===== config.mk =====
export PLATFORM = sky130hd
export DESIGN_NAME = sprite_line_scheduler_flat
export DESIGN_NICKNAME = d
export VERILOG_FILES = /design/src/rtl/sprite_pkg.sv /design/src/rtl/sprite_line_scheduler_if.sv /design/src/rtl/sprite_hit_check.sv /design/src/rtl/sprite_line_scheduler.sv /design/src/flat_wrapper.sv
export SDC_FILE = /design/constraint.sdc
export NUM_CORES = 1
export LEC_CHECK = 0
export CAP_MARGIN = 0
export CORE_UTILIZATION = 50
export CTS_CLUSTER_DIAMETER = 80
export DETAILED_ROUTE_END_ITERATION = 8
export HOLD_SLACK_MARGIN = 0.05
export MAX_ROUTING_LAYER = met4
export PLACE_DENSITY = 0.69
export SLEW_MARGIN = 5
export SYNTH_ARGS = -nofsm -noshare
export SYNTH_HDL_FRONTEND = slang
export SYNTH_HIERARCHICAL = 1
export SYNTH_SLANG_ARGS = --single-unit
export TNS_END_PERCENT = 50

===== constraint.sdc =====
create_clock -name clk -period 11.2 [get_ports clk]
set_input_delay 2.24 -clock clk [delete_from_list [all_inputs] [get_ports clk]]
set_output_delay 2.24 -clock clk [all_outputs]
set_load 0.01 [all_outputs]

===== src/rtl/sprite_pkg.sv =====
// Shared types and constants for the sprite line scheduler: attribute slot
// layout, scheduler FSM states and default geometry.
package sprite_pkg;

    localparam int          H_ACTIVE_DEF   = 640;
    localparam int          SPRITE_DIM_DEF = 32;
    localparam logic [23:0] TRANSPARENT    = 24'h000000;

    typedef enum logic [2:0] {
        ST_IDLE,
        ST_CLEAR,
        ST_SCAN,
        ST_FETCH,
        ST_DONE
    } state_t;

    typedef struct packed {
        logic       enable;
        logic [9:0] x;
        logic [9:0] y;
    } attr_t;

    function automatic attr_t make_attr(input logic en, input logic [9:0] x, input logic [9:0] y);
        attr_t a;
        a.enable = en;
        a.x      = x;
        a.y      = y;
        return a;
    endfunction

endpackage


===== src/rtl/sprite_line_scheduler_if.sv =====
// Sprite ROM fetch port and prefetch line-buffer write port.
interface sprite_line_scheduler_if #(
    parameter int IDX_W = 3
);
    // rom_req is a request/acknowledge handshake: once raised, rom_req and rom_addr
    // stay constant until the cycle rom_ack is high (rom_data is valid that same
    // cycle); the address may move only on the following cycle. wr_en is a
    // single-cycle write strobe with no backpressure.
    logic                rom_req;
    logic [IDX_W+9:0]    rom_addr;
    logic                rom_ack;
    logic [23:0]         rom_data;
    logic                wr_en;
    logic [9:0]          wr_addr;
    logic [23:0]         wr_data;

    modport master (
        output rom_req, rom_addr, wr_en, wr_addr, wr_data,
        input  rom_ack, rom_data
    );

    modport slave (
        input  rom_req, rom_addr, wr_en, wr_addr, wr_data,
        output rom_ack, rom_data
    );
endinterface


===== src/rtl/sprite_hit_check.sv =====
// Vertical hit test for one sprite slot against a scanline, plus the sprite row.
module sprite_hit_check
    import sprite_pkg::*;
#(
    parameter int SPRITE_DIM = SPRITE_DIM_DEF
) (
    input  logic       enable,
    input  logic [9:0] y,
    input  logic [9:0] line,
    output logic       hit,
    output logic [4:0] row
);

    logic [10:0] y_top;

    // 11-bit compare so a sprite near the bottom never wraps onto the top lines.
    always_comb begin
        y_top = {1'b0, y} + 11'(SPRITE_DIM - 1);
        hit   = enable && ({1'b0, line} >= {1'b0, y}) && ({1'b0, line} <= y_top);
        row   = line[4:0] - y[4:0];
    end

endmodule


===== src/rtl/sprite_line_scheduler.sv =====
// Builds one prefetch scanline: clears the line buffer, then walks the sprite
// attribute slots from high to low index, fetching and writing opaque pixels.
module sprite_line_scheduler
    import sprite_pkg::*;
#(
    parameter  int NUM_SPRITES = 8,
    parameter  int SPRITE_DIM  = SPRITE_DIM_DEF,
    parameter  int H_ACTIVE    = H_ACTIVE_DEF,
    localparam int IDX_W       = $clog2(NUM_SPRITES)
) (
    input  logic                    clk,
    input  logic                    reset,
    input  logic                    attr_we,
    input  logic [IDX_W-1:0]        attr_idx,
    input  logic [23:0]             attr_data,
    input  logic                    line_start,
    input  logic [9:0]              next_line,
    sprite_line_scheduler_if.master bus,
    output logic                    busy,
    output logic                    line_done,
    output logic                    overrun,
    output state_t                  dbg_state
);

    localparam logic [4:0]       LAST_COL  = 5'(SPRITE_DIM - 1);
    localparam logic [9:0]       LAST_PIX  = 10'(H_ACTIVE - 1);
    localparam logic [IDX_W-1:0] TOP_SLOT  = IDX_W'(NUM_SPRITES - 1);

    state_t             state_q,     state_d;
    logic [9:0]         line_q,      line_d;
    logic [IDX_W-1:0]   slot_q,      slot_d;
    logic [9:0]         clear_ptr_q, clear_ptr_d;
    logic [4:0]         col_q,       col_d;
    logic [4:0]         row_q,       row_d;
    logic               rom_req_q,   rom_req_d;
    logic [IDX_W+9:0]   rom_addr_q,  rom_addr_d;
    logic               wr_en_q,     wr_en_d;
    logic [9:0]         wr_addr_q,   wr_addr_d;
    logic [23:0]        wr_data_q,   wr_data_d;
    logic               busy_q,      busy_d;
    logic               line_done_q, line_done_d;
    logic               overrun_q,   overrun_d;
    attr_t              attr_q [NUM_SPRITES];
    attr_t              attr_d [NUM_SPRITES];

    attr_t              cur_attr;
    logic               hit;
    logic [4:0]         hit_row;
    logic [10:0]        x_sum;
    logic               unused_rsvd;

    assign unused_rsvd = ^attr_data[22:20];
    assign cur_attr    = attr_q[slot_q];
    assign x_sum       = {1'b0, cur_attr.x} + {6'd0, col_q};

    sprite_hit_check #(
        .SPRITE_DIM (SPRITE_DIM)
    ) u_hit_check (
        .enable (cur_attr.enable),
        .y      (cur_attr.y),
        .line   (line_q),
        .hit    (hit),
        .row    (hit_row)
    );

    always_comb begin
        state_d     = state_q;
        line_d      = line_q;
        slot_d      = slot_q;
        clear_ptr_d = clear_ptr_q;
        col_d       = col_q;
        row_d       = row_q;
        rom_req_d   = rom_req_q;
        rom_addr_d  = rom_addr_q;
        wr_en_d     = 1'b0;
        wr_addr_d   = wr_addr_q;
        wr_data_d   = wr_data_q;
        line_done_d = 1'b0;
        overrun_d   = overrun_q;
        attr_d      = attr_q;

        if (attr_we) begin
            attr_d[attr_idx] = make_attr(attr_data[23], attr_data[19:10], attr_data[9:0]);
        end

        // A new line request always wins: any in-flight fetch is abandoned.
        if (line_start) begin
            overrun_d   = overrun_q | (state_q != ST_IDLE);
            line_d      = next_line;
            slot_d      = TOP_SLOT;
            clear_ptr_d = '0;
            rom_req_d   = 1'b0;
            state_d     = ST_CLEAR;
        end else begin
            case (state_q)
                ST_IDLE: begin
                    state_d = ST_IDLE;
                end
                ST_CLEAR: begin
                    wr_en_d   = 1'b1;
                    wr_addr_d = clear_ptr_q;
                    wr_data_d = TRANSPARENT;
                    if (clear_ptr_q == LAST_PIX) begin
                        state_d = ST_SCAN;
                    end else begin
                        clear_ptr_d = clear_ptr_q + 10'd1;
                    end
                end
                ST_SCAN: begin
                    if (hit) begin
                        col_d      = 5'd0;
                        row_d      = hit_row;
                        rom_req_d  = 1'b1;
                        rom_addr_d = {slot_q, hit_row, 5'd0};
                        state_d    = ST_FETCH;
                    end else if (slot_q == '0) begin
                        line_done_d = 1'b1;
                        state_d     = ST_DONE;
                    end else begin
                        slot_d = slot_q - IDX_W'(1);
                    end
                end
                ST_FETCH: begin
                    if (bus.rom_ack) begin
                        if ((bus.rom_data != TRANSPARENT) && (x_sum < 11'(H_ACTIVE))) begin
                            wr_en_d   = 1'b1;
                            wr_addr_d = x_sum[9:0];
                            wr_data_d = bus.rom_data;
                        end
                        if (col_q == LAST_COL) begin
                            rom_req_d = 1'b0;
                            if (slot_q == '0) begin
                                line_done_d = 1'b1;
                                state_d     = ST_DONE;
                            end else begin
                                slot_d  = slot_q - IDX_W'(1);
                                state_d = ST_SCAN;
                            end
                        end else begin
                            col_d      = col_q + 5'd1;
                            rom_addr_d = {slot_q, row_q, col_q + 5'd1};
                        end
                    end
                end
                ST_DONE: begin
                    state_d = ST_IDLE;
                end
                default: begin
                    state_d = ST_IDLE;
                end
            endcase
        end

        busy_d = (state_d != ST_IDLE);
    end

    always_ff @(posedge clk or negedge reset) begin
        if (!reset) begin
            state_q     <= ST_IDLE;
            line_q      <= '0;
            slot_q      <= '0;
            clear_ptr_q <= '0;
            col_q       <= '0;
            row_q       <= '0;
            rom_req_q   <= 1'b0;
            rom_addr_q  <= '0;
            wr_en_q     <= 1'b0;
            wr_addr_q   <= '0;
            wr_data_q   <= '0;
            busy_q      <= 1'b0;
            line_done_q <= 1'b0;
            overrun_q   <= 1'b0;
            for (int i = 0; i < NUM_SPRITES; i++) begin
                attr_q[i] <= '0;
            end
        end else begin
            state_q     <= state_d;
            line_q      <= line_d;
            slot_q      <= slot_d;
            clear_ptr_q <= clear_ptr_d;
            col_q       <= col_d;
            row_q       <= row_d;
            rom_req_q   <= rom_req_d;
            rom_addr_q  <= rom_addr_d;
            wr_en_q     <= wr_en_d;
            wr_addr_q   <= wr_addr_d;
            wr_data_q   <= wr_data_d;
            busy_q      <= busy_d;
            line_done_q <= line_done_d;
            overrun_q   <= overrun_d;
            attr_q      <= attr_d;
        end
    end

    assign bus.rom_req  = rom_req_q;
    assign bus.rom_addr = rom_addr_q;
    assign bus.wr_en    = wr_en_q;
    assign bus.wr_addr  = wr_addr_q;
    assign bus.wr_data  = wr_data_q;
    assign busy         = busy_q;
    assign line_done    = line_done_q;
    assign overrun      = overrun_q;
    assign dbg_state    = state_q;

endmodule


===== src/flat_wrapper.sv =====
// flat-port wrapper written by rule: the top's interface ports become plain ports
module sprite_line_scheduler_flat import sprite_pkg::*;
#(
    parameter  int NUM_SPRITES = 8,
    parameter  int SPRITE_DIM  = SPRITE_DIM_DEF,
    parameter  int H_ACTIVE    = H_ACTIVE_DEF,
    localparam int IDX_W       = $clog2(NUM_SPRITES)
)
  (clk, reset, attr_we, attr_idx, attr_data, line_start, next_line, busy, line_done, overrun, dbg_state, bus_rom_req, bus_rom_addr, bus_wr_en, bus_wr_addr, bus_wr_data, bus_rom_ack, bus_rom_data);
  sprite_line_scheduler_if bus_i ();
  input  logic clk;
  input  logic reset;
  input  logic attr_we;
  input  logic [IDX_W-1:0] attr_idx;
  input  logic [23:0] attr_data;
  input  logic line_start;
  input  logic [9:0] next_line;
  output logic busy;
  output logic line_done;
  output logic overrun;
  output state_t dbg_state;
  output wire logic [$bits(bus_i.rom_req)-1:0] bus_rom_req;
  output wire logic [$bits(bus_i.rom_addr)-1:0] bus_rom_addr;
  output wire logic [$bits(bus_i.wr_en)-1:0] bus_wr_en;
  output wire logic [$bits(bus_i.wr_addr)-1:0] bus_wr_addr;
  output wire logic [$bits(bus_i.wr_data)-1:0] bus_wr_data;
  input wire logic [$bits(bus_i.rom_ack)-1:0] bus_rom_ack;
  input wire logic [$bits(bus_i.rom_data)-1:0] bus_rom_data;
  assign bus_rom_req = bus_i.rom_req;
  assign bus_rom_addr = bus_i.rom_addr;
  assign bus_wr_en = bus_i.wr_en;
  assign bus_wr_addr = bus_i.wr_addr;
  assign bus_wr_data = bus_i.wr_data;
  assign bus_i.rom_ack = bus_rom_ack;
  assign bus_i.rom_data = bus_rom_data;
  sprite_line_scheduler #(.NUM_SPRITES(NUM_SPRITES), .SPRITE_DIM(SPRITE_DIM), .H_ACTIVE(H_ACTIVE)) u_core (.clk(clk), .reset(reset), .attr_we(attr_we), .attr_idx(attr_idx), .attr_data(attr_data), .line_start(line_start), .next_line(next_line), .bus(bus_i), .busy(busy), .line_done(line_done), .overrun(overrun), .dbg_state(dbg_state));
endmodule

---- Word level (Yosys, flattened, before mapping) ----
Cells that the tools add are included.
word-level totals
  latch bits .............................. 0
  register bits after elaboration ......... 256
  memory bits (writable) .................. 0
  input port bits ......................... 66
  output and inout port bits .............. 55
  memories kept ........................... 0
  memory bits (read-only) ................. 0
cells by class
  order comparisons ....................... 6
  divide/modulo/power cells ............... 0
  shift-type cells ........................ 0
  $mul .................................... 0
  reductions and logical operators ........ 18
  multiplexer cells ....................... 52
  eq/ne operators ......................... 14
  bitwise logic cells ..................... 4
  $add $sub $neg .......................... 6
operators by type and width
  kind                                                                     count
  168-bit bitwise mux                                                      1
  21-bit binary-select mux with 3-bit select                               1
  21-bit demux with 3-bit select                                           1
  21-bit 2-to-1 mux                                                        3
  10-bit 2-to-1 mux                                                        5
  24-bit 2-to-1 mux                                                        2
  24-bit case mux with 2 select lines                                      1
  13-bit 2-to-1 mux                                                        3
  3-bit 2-to-1 mux                                                         12
  13-bit case mux with 2 select lines                                      1
  24-bit nonzero test                                                      1
  10-bit case mux with 2 select lines                                      1
  5-bit 2-to-1 mux                                                         3
  1-bit 2-to-1 mux                                                         12
  4-bit AND reduction                                                      3
  10-bit by 5-bit adder with 11-bit output                                 1
  10-bit by 5-bit adder with 11-bit output (second input constant)         1
  10-bit by 11-bit less-or-equal comparator with 1-bit output              1
  11-bit by 10-bit < comparator with 1-bit output (second input constant)  1
  10-bit by 1-bit adder with 10-bit output (second input constant)         1
  10-bit == test (second input constant)                                   1
  10-bit >= comparator                                                     1
  5-bit case mux with 2 select lines                                       1
  3-bit case mux with 3 select lines                                       1
  24 further kinds                                                         41

---- Logic depth before layout (Yosys ltp) ----
  depth after elaboration ................. 11
  gate-level depth with buffers ........... 23
  depth with buffers taken out ............ 19

---- Cells and area by module ----
The synthesis kept the hierarchy.
modules (own cells, without submodules)
  module                 cells an instance  area an instance (µm²)  sequential area each (µm²)  times used
  sprite_line_scheduler  831                11464.7                 6281.0                      1
  sprite_hit_check       90                 694.4                   0.0                         1

---- Least setup slack after synthesis ----
No wires, ideal clock.
  path type ............................... reg2reg
  start ................................... register u_core.slot_q[0]
  end ..................................... register u_core.rom_addr_q[10] (netlist: u_core/bus.rom_addr[10])
  stages on the path, launching flop included .. 22
  data required time ...................... 11.075 ns
  arrival time ............................ 4.717 ns
  setup time .............................. 0.125 ns
  buffers on the path ..................... 4
  slack ................................... 6.358 ns
  cell sequence ........................... dfrtp_1 > buf_6 > buf_6 > buf_1 > mux4_2 > mux2_2 > inv_1 > ha_1 > a21oi_2 > nand3_1 > xnor2_1 > ha_1 > nand4_1 > o32ai_1 > a31oi_1 > o21ai_1 > and3_1 > nor2b_1 > a31oi_1 > nor3_1 > clkbuf_1 > mux2_2
RTL lines
  element                 RTL line                      RTL
  start, declared         sprite_line_scheduler.sv:31   logic [IDX_W-1:0] slot_q, slot_d;
  start signal, assigned  sprite_line_scheduler.sv:179  slot_q <= slot_d;
  end signal, assigned    sprite_line_scheduler.sv:184  rom_addr_q <= rom_addr_d;
  end, declared           sprite_line_scheduler.sv:36   logic [IDX_W+9:0] rom_addr_q, rom_addr_d;

==> flow_summary_export.csv <==
group,metric,value,unit
layout,finish.utilization,61.29,%
detailed_routing,wl_final,26440,um
timing,tightest_slew,1.063,ns
timing,worst_hold_slack,0.4675,ns
min_path,hold_path_class,"reg2reg",
detailed_routing,dr.first_iter.drc_count,379,
cts,h-tree-depth,1,
grt,number_of_global_route_vias_before_repair,7932,
setup_path,timing.critical_path.fanout_max,44,
cts,cts_root_buf,"sky130_fd_sc_hd__clkbuf_16",
grt,globalRoute.totalOverflow,0,
setup_path,path_buf_inv,3,
flow_run,maxCapViolations,0,
timing,rsz0062_at_grt,"false",
detailed_routing,first_pass_iters,4,
setup_path,worstSetupStartpoint,"u_core/slot_q[0]",
setup_path,worst-r2r-cell-count,19,
yosys,synth_area_leaders,"sky130_fd_sc_hd__dfrtp_1, sky130_fd_sc_hd__mux2_2, sky130_fd_sc_hd__mux4_2",
layout,design.final.nets,1133,
grt,total_global_route_track_usage,22.92,%
yosys,seq_area_frac_synth,51.66,%
pwr,ir_drop,0.1300,mV
floorplanning,die_width,157.9,um
timing,slew_viol_final,0,
setup_path,regToRegEndpoint,"u_core/bus.rom_addr[10]",
floorplanning,initial_utilization,51.34,%
yosys,ys_types,51,
setup_path,critical-path-top-delay-family,"multiplexers",
timing,period_share,47.39,%
yosys,synthCells,921,
placement,gp_routability_congestion,0.8306,
cts,post-cts-setup-buffer-count,0,
detailed_routing,dr_total_vias,7711,
cts,cts_buffer_depth,3,
setup_path,timing.critical_path.slowest_stage_cell,"sky130_fd_sc_hd__buf_4",
layout,post_route_cells_drive_above_1_share,31.33,%
yosys,synthMostInstantiatedCell,"sky130_fd_sc_hd__dfrtp_1",
grt,number_of_antenna_violations_at_the_first_check_in_global_routing,1,
yosys,synthDominantCellAreaShare,51.66,%
cts,clk-insertion-delay-late,0.53,ns
detailed_routing,post_drt_via_cell_ratio,5.628,
yosys,mappedNetlistArea,0.01216,sq mm
placement,port_buffers,117,
cts,ctsResizeCount,0,
setup_path,slowest_delay,0.70,ns
pwr,switching_share,25.04,%
placement,detailedPlacementHpwl,16420,um
setup_path,critical_path.cell_chain,"buf_4 -> mux4_2 -> mux2_2 -> inv_1 -> ha_1 -> a21oi_2 -> nand3_1 -> xnor2_1 -> ha_1 -> nand4_1 -> o32ai_1 -> a31oi_1 -> o21ai_1 -> and3_1 -> nor2b_1 -> a31oi_1 -> nor3_2 -> buf_4 -> mux2_2",
floorplanning,fp.dieH,157.9,um
pwr,switching_power,602.2,uW
yosys,synth.cells.most_frequent,"sky130_fd_sc_hd__dfrtp_1, sky130_fd_sc_hd__mux2_2, sky130_fd_sc_hd__nand2_1",
setup_path,worstSetupEndpoint,"u_core/bus.rom_addr[10]",
floorplanning,std_cell_rows,56,
yosys,total_number_of_yosys_warnings,6,
setup_path,endpoint_kind,"register",
setup_path,r2r_setup_slack,5.89,ns
pwr,p_seq_share,46.4,%
cts,cts_hold_buffers,0,
setup_path,r2r_start,"u_core/slot_q[0]",
cts,tritoncts,"built",
grt,grt_start_max_net_pins,95,
timing,maxClockFrequency,0.1884,GHz
pwr,combinational_cell_fraction_of_total_power,18.6,%
yosys,postSynthNetCount,1020,
timing,setup-violations-final,0,
timing,setup_total_negative_slack,0,ns
floorplanning,io-pin-count,121,
grt,grt_pass1_wl,42830,um
yosys,synth-edff-count,0,
yosys,post_synth.cell_area_avg,13.20,sq um
pwr,internal-power,1803,uW
setup_path,start_kind,"register",
detailed_routing,antenna_violating_nets_post_route,0,
setup_path,path_depth,19,
layout,area_growth,19.38,%
timing,relSlewSlack,29.15,%
yosys,netlist.top_cell.by_area,"sky130_fd_sc_hd__dfrtp_1",
pwr,power_per_cell_area,165.7,mW/mm^2
setup_path,crit_arrival,5.72,ns
floorplanning,fp.dieArea,0.02495,sq mm
cts,clk_pin_slew_worst_paths,0.06,ns
setup_path,cp_data_required_time,11.61,ns
cts,numClockSinks,251,
detailed_routing,route.detailed.drc,0,
run_status,outcome,"finished clean",
pwr,final_total_power,2405,uW
layout,fin_cells,1370,
pwr,clkPwrFrac,35.1,%
yosys,yosys_register_bits,251,
layout,filler_cell_count,1939,
placement,placedCellCount,1325,
pwr,cellLeakagePower,0.006227,uW
timing,fin_crit,5.308,ns
timing,report.final.hold_viol_count,0,
timing,fin_skew,0.007250,ns
yosys,synth_flop_cell,"sky130_fd_sc_hd__dfrtp_1",
detailed_routing,routed_wire_length_per_instance,19.30,um
yosys,ys_async_sr_fraction,100.0,%
cts,tritoncts_buffer_count,26,
setup_path,type_of_the_worst_setup_path,"reg2reg",
floorplanning,design.core.area,0.02368,sq mm
[registers in the layout (all words and copies together), names as in the netlist, 4 cells and up]
| name | cells |
|---|---|
| u_core/bus.wr_addr | 10 |
| u_core/col_q | 4 |
| u_core/clear_ptr_q | 10 |
| u_core/row_q | 5 |
| u_core/bus.wr_data | 24 |
| u_core/line_q | 10 |
| u_core/attr_q | 168 |
| u_core/bus.rom_addr | 9 |
[cells by family (layout without fill, tap and decap cells)]
group           Yosys count  count (layout)  synth area share (%)
compound gates           79              79                 3.910
xor+xnor                 30              30                 2.161
fa+ha+maj                33              33                 3.519
buf+inv                  75             204                 2.614
flops                   251             251                 51.66
mux                     261             261                 28.42
other cells               0               1                     0
simple gates            192             192                 7.718
[power by group through the flow]
stage	sequential [uW]	combinational (uW)	clock [uW]
after floorplan	1110	331	0
after global placement	1120	436	0
after detailed placement	1130	447	0
after CTS	1120	451	863
after global routing	1130	494	903
final	1110	447	843
[cell type report]
| type | instances | area, sq um | area share (%) |
|---|---|---|---|
| Antenna cell | 1 | 2.502 | 0.01724 |
| Clock buffer | 38 | 777.0 | 5.353 |
| Clock inverter | 6 | 55.05 | 0.3793 |
| Inverter | 25 | 93.84 | 0.6465 |
| Multi-Input combinational cell | 595 | 5593 | 38.53 |
| Sequential cell | 251 | 6284 | 43.29 |
| Tap cell | 319 | 399.1 | 2.750 |
| Timing Repair Buffer | 135 | 1311 | 9.034 |
[per-stage QoR]
stage | worst slack, ns | instance area, sq um
global route | 5.361 | 14520
floorplan | 6.358 | 12160
global placement | 5.867 | 13680
CTS | 5.821 | 14510
detailed placement | 5.839 | 13680
finish | 5.892 | 14520
[cells in the final DEF, fill, tap and decap left out, types with 14 or more instances in the layout]
cell type	n
sky130_fd_sc_hd__xnor2_1	16
sky130_fd_sc_hd__inv_1	25
sky130_fd_sc_hd__buf_4	18
sky130_fd_sc_hd__clkdlybuf4s50_1	116
sky130_fd_sc_hd__mux2_2	205
sky130_fd_sc_hd__a21oi_1	15
sky130_fd_sc_hd__o21ai_0	36
sky130_fd_sc_hd__xor2_1	14
sky130_fd_sc_hd__ha_1	31
sky130_fd_sc_hd__nand3_1	32
sky130_fd_sc_hd__mux4_2	42
sky130_fd_sc_hd__nand2_1	69
sky130_fd_sc_hd__clkbuf_16	27
sky130_fd_sc_hd__nor2_1	29
sky130_fd_sc_hd__dfrtp_1	249
[how the worst min path moves through the flow]
stage	start	endpoint	cells after the start
floorplan	u_core/attr_q[30]	u_core/attr_q[30]	1
global placement	u_core/overrun	u_core/overrun	1
detailed placement	u_core/overrun	u_core/overrun	1
CTS	u_core/overrun	u_core/overrun	1
global route	u_core/overrun	u_core/overrun	1
finish	u_core/overrun	u_core/overrun	1
[layer usage]
layer  vias to the layer above  part of all wire (%)  track usage, %
met1                      3948                    46           30.82
met3                        33                   5.1           3.285
met2                       162                    47           37.07
met4                         0                   1.7           5.174
met5                         -                     0               -
li1                       3568                     -               -
Power figures use the tool's default switching activity.
